## src/rtl/mem_rr_arbiter.sv

```systemverilog
`default_nettype none
// ============================================================================
// Module   : mem_rr_arbiter
// Purpose  : Round-robin arbiter sharing one fixed-latency single-port SRAM,
//            with a bounded lock for atomic sequences and 1-cycle rvalid routing.
// Revision : 1.0
// ============================================================================
module mem_rr_arbiter #(
    parameter int NUM_REQ         = 4,
    parameter int ADDR_WIDTH      = 20,
    parameter int DATA_WIDTH      = 64,
    parameter int BE_WIDTH        = DATA_WIDTH / 8,
    parameter int MAX_LOCK_CYCLES = 8
) (
    input  logic                           clk_i,
    input  logic                           rst_i,
    input  logic [NUM_REQ-1:0]             req_i,
    input  logic [NUM_REQ-1:0]             we_i,
    input  logic [NUM_REQ*ADDR_WIDTH-1:0]  addr_i,
    input  logic [NUM_REQ*DATA_WIDTH-1:0]  wdata_i,
    input  logic [NUM_REQ*BE_WIDTH-1:0]    be_i,
    input  logic [NUM_REQ-1:0]             lock_i,
    output logic [NUM_REQ-1:0]             gnt_o,
    output logic [NUM_REQ-1:0]             rvalid_o,
    output logic [DATA_WIDTH-1:0]          rdata_o,
    output logic                           mem_req_o,
    output logic                           mem_we_o,
    output logic [ADDR_WIDTH-1:0]          mem_addr_o,
    output logic [DATA_WIDTH-1:0]          mem_wdata_o,
    output logic [BE_WIDTH-1:0]            mem_be_o,
    input  logic [DATA_WIDTH-1:0]          mem_rdata_i
);

    localparam int c_idx_w = $clog2(NUM_REQ);
    localparam int c_cnd_w = c_idx_w + 1;
    localparam int c_cnt_w = $clog2(MAX_LOCK_CYCLES + 1);
    localparam logic [c_cnt_w-1:0] c_cnt_one = c_cnt_w'(1);
    localparam logic [c_cnt_w-1:0] c_cnt_max = c_cnt_w'(MAX_LOCK_CYCLES);

    typedef enum logic [0:0] {
        ST_IDLE   = 1'b0,
        ST_LOCKED = 1'b1
    } lock_state_t;

    lock_state_t          r_state;
    lock_state_t          w_state_nxt;
    logic [c_idx_w-1:0]   r_rr_ptr;
    logic [c_idx_w-1:0]   r_owner_idx;
    logic [c_idx_w-1:0]   w_owner_nxt;
    logic [c_cnt_w-1:0]   r_lock_cnt;
    logic [c_cnt_w-1:0]   w_cnt_nxt;
    logic [NUM_REQ-1:0]   r_lock_blk;
    logic [NUM_REQ-1:0]   w_blk_nxt;
    logic                 r_resp_vld;
    logic [c_idx_w-1:0]   r_resp_idx;
    logic                 w_win_vld;
    logic [c_idx_w-1:0]   w_win_idx;
    logic [c_cnd_w-1:0]   w_cand;
    logic                 w_grant;

    logic [ADDR_WIDTH-1:0] w_addr_arr  [NUM_REQ];
    logic [DATA_WIDTH-1:0] w_wdata_arr [NUM_REQ];
    logic [BE_WIDTH-1:0]   w_be_arr    [NUM_REQ];

    genvar k;
    generate
        for (k = 0; k < NUM_REQ; k++) begin : g_req
            assign w_addr_arr[k]  = addr_i[k*ADDR_WIDTH +: ADDR_WIDTH];
            assign w_wdata_arr[k] = wdata_i[k*DATA_WIDTH +: DATA_WIDTH];
            assign w_be_arr[k]    = be_i[k*BE_WIDTH +: BE_WIDTH];
            assign gnt_o[k]       = w_grant && (w_win_idx == c_idx_w'(k));
            assign rvalid_o[k]    = r_resp_vld && !rst_i && (r_resp_idx == c_idx_w'(k));
        end
    endgenerate

    // Winner selection: owner only while locked, else first requester from r_rr_ptr.
    always_comb begin
        w_win_vld = 1'b0;
        w_win_idx = '0;
        w_cand    = '0;
        if (r_state == ST_LOCKED) begin
            w_win_vld = req_i[r_owner_idx];
            w_win_idx = r_owner_idx;
        end else begin
            for (int i = 0; i < NUM_REQ; i++) begin
                w_cand = {1'b0, r_rr_ptr} + c_cnd_w'(i);
                if (w_cand >= c_cnd_w'(NUM_REQ)) begin
                    w_cand = w_cand - c_cnd_w'(NUM_REQ);
                end
                if (!w_win_vld && req_i[w_cand[c_idx_w-1:0]]) begin
                    w_win_vld = 1'b1;
                    w_win_idx = w_cand[c_idx_w-1:0];
                end
            end
        end
    end

    assign w_grant     = w_win_vld && !rst_i;
    assign mem_req_o   = w_grant;
    assign mem_we_o    = we_i[w_win_idx];
    assign mem_addr_o  = w_addr_arr[w_win_idx];
    assign mem_wdata_o = w_wdata_arr[w_win_idx];
    assign mem_be_o    = w_be_arr[w_win_idx];
    assign rdata_o     = mem_rdata_i;

    // Lock tracking; a lock released by the owner never marks it blocked.
    always_comb begin
        w_state_nxt = r_state;
        w_owner_nxt = r_owner_idx;
        w_cnt_nxt   = r_lock_cnt;
        w_blk_nxt   = r_lock_blk & lock_i;
        case (r_state)
            ST_IDLE: begin
                if (w_grant && lock_i[w_win_idx] && !r_lock_blk[w_win_idx]) begin
                    w_owner_nxt = w_win_idx;
                    w_cnt_nxt   = c_cnt_one;
                    if (c_cnt_one == c_cnt_max) begin
                        w_blk_nxt[w_win_idx] = 1'b1;
                    end else begin
                        w_state_nxt = ST_LOCKED;
                    end
                end
            end
            ST_LOCKED: begin
                if (!lock_i[r_owner_idx]) begin
                    w_state_nxt = ST_IDLE;
                    w_cnt_nxt   = '0;
                end else begin
                    w_cnt_nxt = r_lock_cnt + c_cnt_one;
                    if (w_cnt_nxt == c_cnt_max) begin
                        w_state_nxt            = ST_IDLE;
                        w_blk_nxt[r_owner_idx] = 1'b1;
                    end
                end
            end
            default: begin
                w_state_nxt = ST_IDLE;
            end
        endcase
    end

    always_ff @(posedge clk_i or posedge rst_i) begin
        if (rst_i) begin
            r_state     <= ST_IDLE;
            r_owner_idx <= '0;
            r_lock_cnt  <= '0;
            r_lock_blk  <= '0;
            r_rr_ptr    <= '0;
            r_resp_vld  <= 1'b0;
            r_resp_idx  <= '0;
        end else begin
            r_state     <= w_state_nxt;
            r_owner_idx <= w_owner_nxt;
            r_lock_cnt  <= w_cnt_nxt;
            r_lock_blk  <= w_blk_nxt;
            if (w_grant) begin
                r_rr_ptr <= (w_win_idx == c_idx_w'(NUM_REQ - 1)) ? '0 : w_win_idx + 1'b1;
            end
            r_resp_vld  <= w_grant;
            r_resp_idx  <= w_win_idx;
        end
    end

endmodule
`default_nettype wire

```

## config.mk

```make
export PLATFORM = sky130hd
export DESIGN_NAME = mem_rr_arbiter
export DESIGN_NICKNAME = d
export VERILOG_FILES = /design/src/rtl/mem_rr_arbiter.sv
export SDC_FILE = /design/constraint.sdc
export NUM_CORES = 1
export LEC_CHECK = 0
export BUFFER_PORTS_ARGS = -buffer_cell sky130_fd_sc_hd__buf_2
export CAP_MARGIN = 20
export CORE_AREA = 2 2 236 238
export DETAILED_ROUTE_END_ITERATION = 16
export DIE_AREA = 0 0 238 240
export PLACE_DENSITY = 0.3
export SLEW_MARGIN = 0
export SYNTH_ARGS = -nofsm -noshare
export SYNTH_HDL_FRONTEND = slang
export SYNTH_SLANG_ARGS = --single-unit
```

## constraint.sdc

```tcl
create_clock -name clk_i -period 2.4 [get_ports clk_i]
set_input_delay 0.12 -clock clk_i [delete_from_list [all_inputs] [get_ports clk_i]]
set_output_delay 0.12 -clock clk_i [all_outputs]
set_load 0.02 [all_outputs]
```

## Word-level counts from Yosys, hierarchy flattened

Index checks and enable logic that the tools add are counted.

- Register bits: 16
- Logic and storage cells: 125

- Add/subtract/negate cells: 9
- Magnitude comparators: 12
- Eq/ne operators: 8
- Mux-type cells: 61
- Bitwise operators: 4
- Reduce and logical (&&, ||, !) cells: 24

Operators by type and width:

| kind | number |
|---|---|
| 64-bit binary-select mux with 2-bit select | 1 |
| 64-bit two-way mux | 2 |
| 20-bit binary-select mux with 2-bit select | 1 |
| 20-bit two-way mux | 2 |
| 2-bit two-way mux | 14 |
| 1-bit two-way mux | 21 |
| 4-bit two-way mux | 5 |
| 1-bit binary-select mux with 2-bit select | 9 |
| 2-bit by 3-bit less-than comparator with 1-bit output, second input constant | 6 |
| 8-bit binary-select mux with 2-bit select | 1 |
| 1-bit logical AND | 16 |
| 8-bit two-way mux | 2 |
| 3-bit greater-or-equal comparator, second input constant | 4 |
| 2-bit == test, second input constant | 4 |
| 4-bit one-hot mux with 2 select lines | 1 |
| 2-bit by 1-bit subtractor with 2-bit output, second input constant | 4 |
| 2-bit by 2-bit adder with 3-bit output, second input constant | 2 |
| 1-bit logical NOT | 5 |
| 4-bit by 1-bit adder with 4-bit output, second input constant | 1 |
| 4-bit bitwise AND | 1 |
| 2-bit by 1-bit == test with 1-bit output, second input constant | 2 |
| 4-bit == test, second input constant | 1 |
| 2-bit logical NOT | 2 |
| 4-bit OR | 1 |
| 10 further kinds | 10 |

## Logic depth before layout (Yosys ltp)

Gate-level depths: netlist of run 1.

- Word-level depth: 25
- Depth in mapped cells: 10
- Mapped depth without buffers: 8

## Worst setup path after synthesis of run 1

OpenSTA, ideal clock, no wires.

- Path type: flip-flop to output port
- Start: register r_rr_ptr[1]
- End: output port mem_be_o[0]
- Arrival time: 2138 ps
- Data required time: 2280 ps
- Slack: 142 ps
- Cell stages (with the launch flop): 10
- Buffers on the path: 3
- Path through: dfrtp_1 -> nand2b_1 -> a21o_1 -> a22o_1 -> inv_1 -> buf_2 -> buf_2 -> clkbuf_1 -> a211oi_1 -> a31oi_1

- Longest elaborated chain between the ends: 23
- Elaborated cells on any way between the ends: 48
- Those cells by class: add/sub: 7; order compare: 4; mux: 30; bitwise: 1; reduce/logical: 6

Ends and longest elaborated chain:

| what | line | RTL |
|---|---|---|
| from (decl) | 47 | `logic [c_idx_w-1:0] r_rr_ptr;` |
| from (signal assigned) | 157 | `r_rr_ptr <= (w_win_idx == c_idx_w'(NUM_REQ - 1)) ? '0 : w_win_idx + 1'b1;` |
| 2-bit by 3-bit greater-or-equal comparator with 1-bit output or 2-bit by 1-bit subtractor with 2-bit output (tied branches) | 87, 88 |  |
| 2-bit two-way mux | 87 | `if (w_cand >= c_cnd_w'(NUM_REQ)) begin` |
| 2-bit two-way mux | 81 | `if (r_state == ST_LOCKED) begin` |
| 1-bit binary-select mux with 2-bit select | 90 | `if (!w_win_vld && req_i[w_cand[c_idx_w-1:0]]) begin` |
| 1-bit two-way mux (implied by the code) | 90 |  |
| 1-bit two-way mux | 90 |  |
| 1-bit two-way mux | 81 |  |
| 1-bit logical NOT | 90 |  |
| [7 not listed] | -- |  |
| 1-bit logical NOT | 90 |  |
| 1-bit logical AND | 90 |  |
| 2-bit two-way mux (*) | 90 |  |
| 2-bit two-way mux (*) | 81 |  |
| net w_win_idx[0] | 57 | `logic [c_idx_w-1:0] w_win_idx;` |
| 2-bit NOT with 3-bit output (implied by the code) (*) | 103 | `assign mem_be_o = w_be_arr[w_win_idx];` |
| 8-bit binary-select mux with 2-bit select (*) | 103 |  |
| 8-bit two-way mux (implied by the code) (*) (2 in a row) | 103 |  |
| to (decl) | 30 | `output logic [BE_WIDTH-1:0] mem_be_o,` |

The timed path passes the listed nets; every way through them passes the cells marked *. The select of a mux whose other input is x is not followed.

## Worst setup path in the final report of run 1

- Start: register r_rr_ptr[1]
- End: output port mem_wdata_o[19]

- Longest elaborated chain between the ends: 23
- Elaborated cells on any way between the ends: 48
- Those cells by class: add/sub: 7; order compare: 4; mux: 30; bitwise: 1; reduce/logical: 6

Ends and longest elaborated chain:

| what | line | RTL |
|---|---|---|
| 2-bit by 3-bit greater-or-equal comparator with 1-bit output or 2-bit by 1-bit subtractor with 2-bit output (tied branches) | 87, 88 |  |
| 2-bit two-way mux | 87 |  |
| 2-bit two-way mux | 81 |  |
| 1-bit binary-select mux with 2-bit select | 90 |  |
| 1-bit two-way mux (implied by the code) | 90 |  |
| 1-bit two-way mux | 90 |  |
| 1-bit two-way mux | 81 |  |
| 1-bit logical NOT | 90 |  |
| [6 not listed] | -- |  |
| 1-bit two-way mux | 81 |  |
| 1-bit logical NOT | 90 |  |
| 1-bit logical AND | 90 |  |
| 2-bit two-way mux (*) | 90 |  |
| 2-bit two-way mux (*) | 81 |  |
| 2-bit NOT with 3-bit output (implied by the code) (*) | 102 | `assign mem_wdata_o = w_wdata_arr[w_win_idx];` |
| 64-bit binary-select mux with 2-bit select (*) | 102 |  |
| 64-bit two-way mux (implied by the code) (*) (2 in a row) | 102 |  |
| to (decl) | 29 | `output logic [DATA_WIDTH-1:0] mem_wdata_o,` |

Mark *: on every way between the ends. The rest lies on a longest branch, timed or not. The select of a mux whose other input is x is not followed.

==> impl_metrics.env, run 1 <==
export IMPL_outcome="finished, violations left"
export IMPL_violations="negative setup slack"
export IMPL_ff_latch_area_sq_um=402.9
export IMPL_clock_tree_htree_level_count=1
export IMPL_via_count_of_the_first_global_routing_pass=6987
export IMPL_die_h_microns=240
export IMPL_timing_final_setup_violations=97
export IMPL_grtUsageMet1_pct=11.57
export IMPL_cts_sink_count=16
export IMPL_placement_io_buffers=483
export IMPL_share_of_the_cycle_needed_by_the_critical_path_after_routing_pct=111.3
export IMPL_dpl_hpwl_microns=22910
export IMPL_syn_avg_cell_area_sq_um=6.297
export IMPL_number_of_hold_slack_violations_in_the_final_timing_report=0
export IMPL_top_level_ports=612
export IMPL_crit_chain="nand2b_4 -> a211oi_4 -> o22ai_4 -> o21ai_4 -> buf_12 -> buf_4 -> buf_12 -> buf_12 -> buf_16 -> nand2_1 -> a31oi_2 -> buf_4"
export IMPL_clock_path_buffers=2
export IMPL_grt_overflow=0
export IMPL_crit_required_ns=2.28
export IMPL_leading_post_synthesis_cells_by_cell_area="sky130_fd_sc_hd__nand2_1, sky130_fd_sc_hd__a211oi_1, sky130_fd_sc_hd__nor2b_1"
export IMPL_maxCapViolCount=0
export IMPL_synth_edff_count=0
export IMPL_design_die_area_sq_mm=0.05712
export IMPL_grt_met3_usage_pct=1.780
export IMPL_yosysUniqueCellTypes=48
export IMPL_timing_critical_path_slowest_stage_cell="sky130_fd_sc_hd__dfrtp_2"
export IMPL_layout_filler_cells=6303
export IMPL_post_synth_top_area_cell="sky130_fd_sc_hd__nand2_1"
export IMPL_number_of_buffers_created_by_cts=3
export IMPL_drt_wl_total_microns=31580
export IMPL_place_congestion=0.7794
export IMPL_total_count_of_max_transition_violations_in_the_final_report=0
export IMPL_hold_worst_slack_ns=0.03082
export IMPL_routed_via_count=7024
export IMPL_pwr_density_mw_per_mm2=1556
export IMPL_synth_sequential_area_ratio_pct=9.032
export IMPL_startpoint_type="flop"
export IMPL_timing_critical_path_fanout_max=11
export IMPL_maxClockFrequency_mhz=374.5
export IMPL_asyncSetResetFlopFracSynth_pct=100.0
export IMPL_detail_route_drc_violations=0
export IMPL_synth_most_common_cell="sky130_fd_sc_hd__nand2_1"
export IMPL_syn_area_sq_mm=0.004433
export IMPL_setup_worst_path_end_class="output pin"
export IMPL_crit_top_cell="sky130_fd_sc_hd__buf_12"
export IMPL_synth_cells=704
export IMPL_cts_tree="built"
export IMPL_grt_antenna_before_repair=5
export IMPL_areaGrowthSynthToFinish_pct=118.8
export IMPL_detailedRoute_firstPassIterationCount=4
export IMPL_combined_area_of_the_multi_input_logic_cells_sq_mm=0.003981
export IMPL_timing_worst_setup_path_type="flop to output pin"
export IMPL_antenna_violating_nets_post_route=0
export IMPL_floorplan_initialDensity_pct=8.110
export IMPL_max_vdd_ir_drop_mv=0.6637
export IMPL_syn_num_nets=1155
export IMPL_cp_arrival_ns=2.55
export IMPL_layout_cell_share_with_drive_strength_beyond_1_pct=62.50
export IMPL_worst_case_setup_margin_in_the_final_layout_ns=-0.2700
export IMPL_max_slew_margin_rel_pct=53.84
export IMPL_routedWlPerCell_microns=16.78
export IMPL_worst_path_largest_cell_delay_ns=0.43
export IMPL_ctsRootBufferMaster="sky130_fd_sc_hd__clkbuf_16"
export IMPL_global_route_peak_usage_layer="met2"
export IMPL_grt_max_degree=24
export IMPL_ys_top_cells_by_count="sky130_fd_sc_hd__nand2_1, sky130_fd_sc_hd__nor2b_1, sky130_fd_sc_hd__a211oi_1, sky130_fd_sc_hd__a31oi_1, sky130_fd_sc_hd__buf_4"
export IMPL_fraction_of_post_synthesis_cell_area_in_the_top_cell_type_by_area_pct=16.60
export IMPL_final_min_clock_period_ns=2.670
export IMPL_drt_iter0_drc=199
export IMPL_die_width_microns=238
export IMPL_worst_hold_path_class="input port to async pin"
export IMPL_count_of_hold_fix_buffers_inserted_at_cts=0
export IMPL_worst_clock_skew_ns=0.003256
export IMPL_routed_via_density=3.732
export IMPL_cts_clk_slew_worst_paths_ns=0.05
export IMPL_row_count=86
export IMPL_final_nets=1629
export IMPL_coreArea_sq_mm=0.05466
export IMPL_use_met2_pct=17.77
export IMPL_synth_seq_cells=16
export IMPL_slew_at_the_pin_with_the_worst_max_slew_slack_ns=0.6916
export IMPL_placement_setup_worst_slack_ns=-0.09581
export IMPL_rrSetupSlack_ns=-0.01
export IMPL_grt_first_pass_wirelength_microns=42550
export IMPL_synth_flop_cell="sky130_fd_sc_hd__dfrtp_1"
export IMPL_rsz0062_at_grt="yes"
export IMPL_global_route_usage_total_pct=9.787
export IMPL_syn_warnings=0
export IMPL_clock_latency_ns=0.24
export IMPL_power_leakage_nw=4.431
worst max-delay path, delay by kind of cell (launching register included):
family | cells | cell delay (ns)
AO/OA/AOI/OAI | 4 | 0.74
AND/OR/NAND/NOR | 2 | 0.24
flip-flops | 1 | 0.43
buffers and inverters | 6 | 0.87
final timing paths:
kind,to,cells after the start,startpoint
worst max-delay path,mem_wdata_o[19],12,r_rr_ptr[1]
worst min-delay path,r_rr_ptr[1],2,rst_i
worst max register to register,r_owner_idx[1],10,r_rr_ptr[1]
worst min register to register,r_lock_blk[0],2,r_lock_blk[0]
max in group asynchronous,r_rr_ptr[0],2,rst_i
min in group clk_i,r_lock_blk[0],3,lock_i[0]
state kept, by name, summed over array words and instances, names as in the netlist:
signal       flops
r_lock_cnt       4
r_resp_vld       1
r_rr_ptr         2
r_state          1
r_resp_idx       2
r_lock_blk       4
r_owner_idx      2
through the flow:
step,TNS [ns],std cells,total power [W],utilization (%),instance area [sq um]
after floorplan,0,704,0.006371,-,4433
after global placement,-0.4322,1839,0.01034,13.97,7635
after detailed placement,-0.3650,1839,0.01028,13.97,7635
after CTS,-13.77,1871,0.01384,16.38,8956
after global routing,-28.22,1882,0.01612,17.74,9699
final,-15.81,1882,0.01510,17.74,9699
layer usage:
metal  up-vias  routed length (microns)
li1       3396                        -
met1      3239                    12690
met2       335                    15840
met3        50                     2005
met4         4                     1015
met5         -                       30
cell type report:
cell class                      instances  area share [%]
Multi-Input combinational cell        549           41.05
Inverter                                9          0.6837
Clock buffer                            3          0.7740
Sequential cell                        16           4.154
Timing Repair Buffer                  595           43.27
Timing Repair inverter                  4          0.9417
Tap cell                              704           9.082
Antenna cell                            2         0.05160
where the power goes:
| group | internal, W | switching [W] | total [W] |
|---|---|---|---|
| Sequential | 0.000355 | 0.0000851 | 0.000440 |
| Clock | 0.000219 | 0.000105 | 0.000324 |
| Combinational | 0.00657 | 0.00776 | 0.0143 |
cell usage in the layout, fill, tap and decap left out, types with 3 or more instances in the layout:
cell / n
sky130_fd_sc_hd__buf_2: 395
sky130_fd_sc_hd__nand2_1: 183
sky130_fd_sc_hd__buf_4: 134
sky130_fd_sc_hd__a31oi_1: 82
sky130_fd_sc_hd__nor2b_1: 59
sky130_fd_sc_hd__a211oi_1: 52
sky130_fd_sc_hd__a211oi_2: 32
sky130_fd_sc_hd__buf_6: 24
sky130_fd_sc_hd__nor2b_4: 22
sky130_fd_sc_hd__buf_12: 22
sky130_fd_sc_hd__nor2b_2: 19
sky130_fd_sc_hd__dfrtp_1: 14
sky130_fd_sc_hd__a211oi_4: 10
sky130_fd_sc_hd__buf_16: 10
sky130_fd_sc_hd__clkbuf_16: 9
sky130_fd_sc_hd__nand2_4: 8
sky130_fd_sc_hd__inv_1: 7
sky130_fd_sc_hd__a31oi_2: 7
sky130_fd_sc_hd__nor2_1: 6
sky130_fd_sc_hd__nand2_2: 5
sky130_fd_sc_hd__a31oi_4: 4
sky130_fd_sc_hd__and2_4: 4
sky130_fd_sc_hd__nor3_1: 3
sky130_fd_sc_hd__inv_16: 3
sky130_fd_sc_hd__nand2b_1: 3
sky130_fd_sc_hd__nand3_1: 3
sky130_fd_sc_hd__ha_4: 3
sky130_fd_sc_hd__buf_8: 3
cell families after synthesis:
family | Yosys count | synth area share, %
buffers and inverters | 139 | 18.68
multiplexers | 7 | 2.201
AND/OR/NAND/NOR | 326 | 34.83
flip-flops | 16 | 9.032
adder cells (fa/ha/maj) | 5 | 1.411
AO/OA/AOI/OAI | 209 | 33.45
XOR/XNOR | 2 | 0.3952
repair_timing:
item	4_1_cts	5_1_grt
buffers inserted	16	5
endpoints found under the setup margin	98	105
pin swaps	18	29
cloned	14	6
resized for setup	197	146
No activity file was read; power rests on OpenSTA's default activity.
==> run 2, diff against run 1 <==
CORE_AREA = 2 2 239 241   (was 2 2 236 238)
DIE_AREA = 0 0 241 243   (was 0 0 238 240)
clock period = 3.2 ns   (was 2.4 ns; I/O delays follow)
==> impl_metrics.env, run 2 (synthesis gave the netlist of run 1 again) <==
export IMPL_outcome="finished, final reports clean"
export IMPL_critical_path_top_delay_family="buffers and inverters"
export IMPL_max_vdd_ir_drop_mv=0.4519
export IMPL_crit_chain="nor4bb_1 -> nor2_1 -> o22ai_2 -> o21ai_4 -> inv_8 -> buf_12 -> buf_4 -> nor2b_1 -> a211oi_1 -> a31oi_1 -> buf_2"
export IMPL_grt_antenna_before_repair=2
export IMPL_n_antenna_cell=0
export IMPL_final_setup_tns_ns=0
export IMPL_power_leakage_nw=3.449
export IMPL_worst_clock_skew_ns=0.001440
export IMPL_layout_filler_cells=6641
export IMPL_layout_cell_area_non_filler_sq_mm=0.007461
export IMPL_worstSetupEndpoint="mem_wdata_o[26]"
export IMPL_dpl_cell_area_sq_mm=0.007372
export IMPL_final_nets=1549
export IMPL_maxClockFrequency_mhz=347.4
export IMPL_coreArea_sq_mm=0.05595
export IMPL_global_route_usage_total_pct=7.869
export IMPL_die_width_microns=241
export IMPL_routed_via_count=6525
export IMPL_dpl_hpwl_microns=22120
export IMPL_worst_hold_path_class="input port to async pin"
export IMPL_pwr_density_mw_per_mm2=981.4
export IMPL_timing_critical_path_fanout_max=57
export IMPL_cts_tree="built"
export IMPL_floorplan_initialDensity_pct=7.923
export IMPL_number_of_hold_slack_violations_in_the_final_timing_report=0
export IMPL_most_common_layout_cells="sky130_fd_sc_hd__buf_2, sky130_fd_sc_hd__nand2_1, sky130_fd_sc_hd__nor2b_1, sky130_fd_sc_hd__a211oi_1, sky130_fd_sc_hd__a31oi_1"
export IMPL_drt_iter0_drc=156
export IMPL_via_count_of_the_first_global_routing_pass=6236
export IMPL_critPathBufInv=4
export IMPL_maxCapViolCount=0
export IMPL_row_count=87
export IMPL_ctsRootBufferMaster="sky130_fd_sc_hd__clkbuf_16"
export IMPL_rr_startpoint="r_rr_ptr[1]"
export IMPL_antenna_violating_nets_post_route=0
export IMPL_layout_top_registers="r_lock_blk x4, r_lock_cnt x4"
export IMPL_timing_reg2reg_worst_path_depth=9
export IMPL_grt_overflow=0
export IMPL_setup_worst_path_end_class="output pin"
export IMPL_final_min_clock_period_ns=2.878
export IMPL_total_count_of_max_transition_violations_in_the_final_report=0
export IMPL_rsz0062_at_grt="no"
export IMPL_startpoint_type="flop"
export IMPL_ctsResizeCount=0
export IMPL_critPathLaunch="r_rr_ptr[1]"
export IMPL_clock_tree_htree_level_count=1
export IMPL_routed_via_density=3.521
export IMPL_layout_cell_share_with_drive_strength_beyond_1_pct=48.68
export IMPL_rr_endpoint="r_owner_idx[1]"
export IMPL_post_cts_setup_buffers=0
export IMPL_areaGrowthSynthToFinish_pct=68.30
export IMPL_detailedRoute_firstPassIterationCount=4
export IMPL_design_die_area_sq_mm=0.05856
export IMPL_max_slew_margin_rel_pct=53.14
export IMPL_hold_worst_slack_ns=0.06315
export IMPL_timing_final_setup_violations=0
export IMPL_worst_path_stages=11
export IMPL_die_h_microns=243
export IMPL_grt_max_degree=97
export IMPL_slew_at_the_pin_with_the_worst_max_slew_slack_ns=0.7021
export IMPL_timing_worst_setup_path_type="flop to output pin"
export IMPL_rrSetupSlack_ns=0.61
export IMPL_placement_io_buffers=483
export IMPL_combined_area_of_the_multi_input_logic_cells_sq_mm=0.003204
export IMPL_dp_cells=1849
export IMPL_timing_critical_path_slowest_stage_cell="sky130_fd_sc_hd__dfrtp_1"
export IMPL_final_instance_count_excl_fill=1853
export IMPL_cts_clk_slew_worst_paths_ns=0.05
export IMPL_clock_latency_ns=0.24
export IMPL_crit_required_ns=3.04
export IMPL_clock_path_buffers=2
export IMPL_number_of_buffers_created_by_cts=3
export IMPL_ff_latch_area_sq_um=400.4
export IMPL_cp_arrival_ns=2.72
export IMPL_detail_route_drc_violations=0
export IMPL_place_congestion=0.8596
export IMPL_top_level_ports=612
export IMPL_drt_wl_total_microns=26140
export IMPL_cts_sink_count=16
export IMPL_grt_first_pass_wirelength_microns=35740
export IMPL_worst_path_largest_cell_delay_ns=0.44
export IMPL_most_common_cell_after_layout_fill_and_taps_aside="sky130_fd_sc_hd__buf_2"
export IMPL_routedWlPerCell_microns=14.10
export IMPL_count_of_hold_fix_buffers_inserted_at_cts=0
export IMPL_report_power_total_w=0.007322
export IMPL_share_of_the_cycle_needed_by_the_critical_path_after_routing_pct=89.95
## run 2: cell types whose count changed in the layout (fill, tap and decap cells not counted), moves of 22 or more
cell / delta
sky130_fd_sc_hd__a211oi_1: +41
sky130_fd_sc_hd__a211oi_2: -31
sky130_fd_sc_hd__buf_2: +88
sky130_fd_sc_hd__buf_4: -105
sky130_fd_sc_hd__buf_6: -24
sky130_fd_sc_hd__nor2b_1: +41
sky130_fd_sc_hd__nor2b_4: -22
## run 2: worst min-delay path by stage
stage / start / to / slack [ns] / cells past startpoint
floorplan: rst_i / r_lock_blk[0] / 0.07 / 1
global placement: mem_rdata_i[13] / rdata_o[13] / 0.32 / 0
detailed placement: mem_rdata_i[13] / rdata_o[13] / 0.32 / 0
CTS: rst_i / r_rr_ptr[0] / 0.09 / 2
global route: rst_i / r_rr_ptr[0] / 0.14 / 2
finish: rst_i / r_rr_ptr[0] / 0.06 / 2
## run 2: final cells by class
class                   count  area share [%]
flip-flops and latches     16           5.366
well taps                 756           12.68
clock buffers               4           1.191
inverters                   9          0.6205
multi-input cells         549           42.95
repair buffers            519           37.20
## run 2: routing by layer
layer	up-vias	track usage, %	routed length (microns)
met4	2	2.469	767
met1	2914	8.426	9782
met3	48	1.626	2285
met2	345	15.13	13290
li1	3216	-	-
met5	-	0	13
## run 2: worst register-to-register path, cell delays in order, from the launching register on
cell                       delay, ns
sky130_fd_sc_hd__dfrtp_1        0.44
sky130_fd_sc_hd__nor4bb_1       0.30
sky130_fd_sc_hd__nor2_1         0.09
sky130_fd_sc_hd__o22ai_2        0.19
sky130_fd_sc_hd__o21ai_4        0.12
sky130_fd_sc_hd__inv_8          0.34
sky130_fd_sc_hd__buf_12         0.26
sky130_fd_sc_hd__mux2i_1        0.27
sky130_fd_sc_hd__o22ai_1        0.15
sky130_fd_sc_hd__mux2_1         0.32
## run 2: where the power goes
part	internal, W	switching, W	leakage [nW]
sequential	0.000263	0.000104	0.207
clock	0.000190	0.0000820	0.0442
combinational	0.00236	0.00433	3.20
total	0.00281	0.00451	3.45
## run 2: per-stage QoR
stage	setup WS (ns)	util (%)
floorplan	0.9017	-
global route	0.07541	13.33
detailed placement	0.5206	13.18
finish	0.3217	13.33
CTS	0.2587	13.33
global placement	0.5305	13.18
==> run 3, diff against run 2 <==
--- a/constraint.sdc
+++ b/constraint.sdc
@@ -3,2 +3,2 @@
 set_output_delay 0.16 -clock clk_i [all_outputs]
-set_load 0.02 [all_outputs]
+set_load 0.01 [all_outputs]
==> impl_metrics.env, run 3 (synthesis gave the netlist of run 1 again) <==
export IMPL_outcome="finished, final reports clean"
export IMPL_p_int_w=0.002736
export IMPL_maxCapViolCount=0
export IMPL_design_die_area_sq_mm=0.05856
export IMPL_rr_startpoint="r_rr_ptr[1]"
export IMPL_timing_final_setup_violations=0
export IMPL_global_route_usage_total_pct=7.944
export IMPL_post_cts_setup_buffers=0
export IMPL_ctsResizeCount=0
export IMPL_coreArea_sq_mm=0.05595
export IMPL_drt_wl_total_microns=26050
export IMPL_die_h_microns=243
export IMPL_crit_chain="nor4bb_1 -> nor2_1 -> o22ai_2 -> o21ai_4 -> inv_8 -> buf_4 -> a211oi_1 -> a31oi_1 -> buf_2"
export IMPL_dp_cells=1846
export IMPL_pwr_density_mw_per_mm2=866.4
export IMPL_number_of_hold_slack_violations_in_the_final_timing_report=0
export IMPL_cts_clk_slew_worst_paths_ns=0.05
export IMPL_grt_overflow=0
export IMPL_timing_critical_path_fanout_max=63
export IMPL_rrSetupSlack_ns=0.73
export IMPL_grt_antenna_before_repair=3
export IMPL_detailedRoute_firstPassIterationCount=4
export IMPL_timing_reg2reg_worst_path_depth=8
export IMPL_post_route_util_pct=13.25
export IMPL_number_of_buffers_created_by_cts=3
export IMPL_floorplan_initialDensity_pct=7.923
export IMPL_hold_worst_slack_ns=0.06616
export IMPL_startpoint_type="flop"
export IMPL_most_common_layout_cells="sky130_fd_sc_hd__buf_2, sky130_fd_sc_hd__nand2_1, sky130_fd_sc_hd__nor2b_1, sky130_fd_sc_hd__a211oi_1, sky130_fd_sc_hd__a31oi_1"
export IMPL_clock_path_buffers=2
export IMPL_rr_endpoint="r_lock_cnt[1]"
export IMPL_final_setup_tns_ns=0
export IMPL_setup_worst_path_end_class="output pin"
export IMPL_rsz0062_at_grt="no"
export IMPL_ctsRootBufferMaster="sky130_fd_sc_hd__clkbuf_16"
export IMPL_maxClockFrequency_mhz=339.0
export IMPL_ff_latch_area_sq_um=400.4
export IMPL_cts_tree="built"
export IMPL_worst_hold_path_class="input port to async pin"
export IMPL_total_count_of_max_transition_violations_in_the_final_report=0
export IMPL_clock_tree_htree_level_count=1
export IMPL_max_vdd_ir_drop_mv=0.3092
export IMPL_drt_iter0_drc=141
export IMPL_routed_via_density=3.559
export IMPL_row_count=87
export IMPL_worst_clock_skew_ns=0.002600
export IMPL_top_level_ports=612
export IMPL_dpl_hpwl_microns=21820
export IMPL_placement_io_buffers=483
export IMPL_switching_power_w=0.003687
export IMPL_count_of_hold_fix_buffers_inserted_at_cts=0
export IMPL_antenna_violating_nets_post_route=0
export IMPL_most_common_cell_after_layout_fill_and_taps_aside="sky130_fd_sc_hd__buf_2"
export IMPL_share_of_the_cycle_needed_by_the_critical_path_after_routing_pct=92.18
export IMPL_layout_cell_share_with_drive_strength_beyond_1_pct=48.54
export IMPL_die_width_microns=241
export IMPL_via_count_of_the_first_global_routing_pass=6441
export IMPL_combined_area_of_the_multi_input_logic_cells_sq_mm=0.003204
export IMPL_slew_at_the_pin_with_the_worst_max_slew_slack_ns=0.6781
export IMPL_final_nets=1546
export IMPL_areaGrowthSynthToFinish_pct=67.23
export IMPL_cp_arrival_ns=2.79
export IMPL_layout_top_registers="r_lock_blk x4, r_lock_cnt x4"
export IMPL_power_leakage_nw=3.426
export IMPL_timing_critical_path_slowest_stage_cell="sky130_fd_sc_hd__dfrtp_1"
export IMPL_routed_via_count=6585
export IMPL_p_clk_share_pct=4.2
export IMPL_final_instance_count_excl_fill=1850
export IMPL_max_slew_margin_rel_pct=54.75
export IMPL_comb_power_share_pct=89.9
export IMPL_routedWlPerCell_microns=14.08
export IMPL_detail_route_drc_violations=0
export IMPL_clock_latency_ns=0.25
export IMPL_grt_max_degree=97
export IMPL_power_share_switching_pct=57.41
export IMPL_n_antenna_cell=0
export IMPL_timing_worst_setup_path_type="flop to output pin"
export IMPL_place_congestion=0.8565
export IMPL_power_sequential_fraction_pct=5.8
export IMPL_cts_sink_count=16
export IMPL_worst_path_largest_cell_delay_ns=0.48
export IMPL_layout_filler_cells=6685
export IMPL_grt_first_pass_wirelength_microns=36290
export IMPL_final_min_clock_period_ns=2.950
export IMPL_crit_required_ns=3.04
[run 3: cell count changes in the layout (fill, tap and decap cells not counted)]
cell	delta
sky130_fd_sc_hd__buf_4	-1
sky130_fd_sc_hd__buf_12	-2
[run 3: critical path, delay by kind of cell, from the launching register on]
| kind | cells | cell delay (ns) |
|---|---|---|
| flops | 1 | 0.48 |
| simple gates | 2 | 0.39 |
| buf+inv | 3 | 0.93 |
| compound gates | 4 | 0.70 |
[run 3: layer usage]
metal | GRT usage (%) | part of all wire (%) | vias up
met2 | 15.03 | 49 | 336
met1 | 8.723 | 40 | 2970
met3 | 1.535 | 8.3 | 54
met4 | 2.614 | 3.1 | 4
li1 | - | - | 3221
met5 | 0 | 0.12 | -
[run 3: how the worst max path moves through the flow]
stage | start | end | slack [ns] | cells past startpoint
2_1_floorplan | r_rr_ptr[1] | gnt_o[0] | 1.00 | 9
3_3_place_gp | req_i[3] | mem_wdata_o[40] | 0.52 | 10
3_5_place_dp | req_i[3] | mem_wdata_o[40] | 0.49 | 10
4_1_cts | r_rr_ptr[1] | mem_wdata_o[40] | 0.23 | 9
5_1_grt | r_rr_ptr[1] | mem_wdata_o[40] | 0.06 | 9
6_report | r_rr_ptr[1] | mem_wdata_o[40] | 0.25 | 9
[run 3: area by class of cell]
| type | instances | area share, % |
|---|---|---|
| multi-input combinational | 549 | 43.22 |
| timing repair buffer | 516 | 36.79 |
| tap | 756 | 12.76 |
| sequential | 16 | 5.401 |
| clock buffer | 4 | 1.198 |
| inverter | 9 | 0.6245 |
[run 3: power groups by stage]
stage	Combinational (W)	Clock [W]	Sequential [W]
3_5_place_dp	0.00587	0	0.000376
6_report	0.00578	0.000273	0.000375
5_1_grt	0.00641	0.000292	0.000386
4_1_cts	0.00588	0.000282	0.000373
3_3_place_gp	0.00589	0	0.000375
2_1_floorplan	0.00364	0	0.000303
[run 3: through the flow]
| stage | total power [W] | worst slack [ns] | cell area, sq um |
|---|---|---|---|
| floorplan | 0.003947 | 1.004 | 4433 |
| global placement | 0.006266 | 0.5243 | 7325 |
| detailed placement | 0.006244 | 0.4915 | 7325 |
| CTS | 0.006539 | 0.2265 | 7413 |
| global route | 0.007091 | 0.06155 | 7413 |
| finish | 0.006423 | 0.2502 | 7413 |
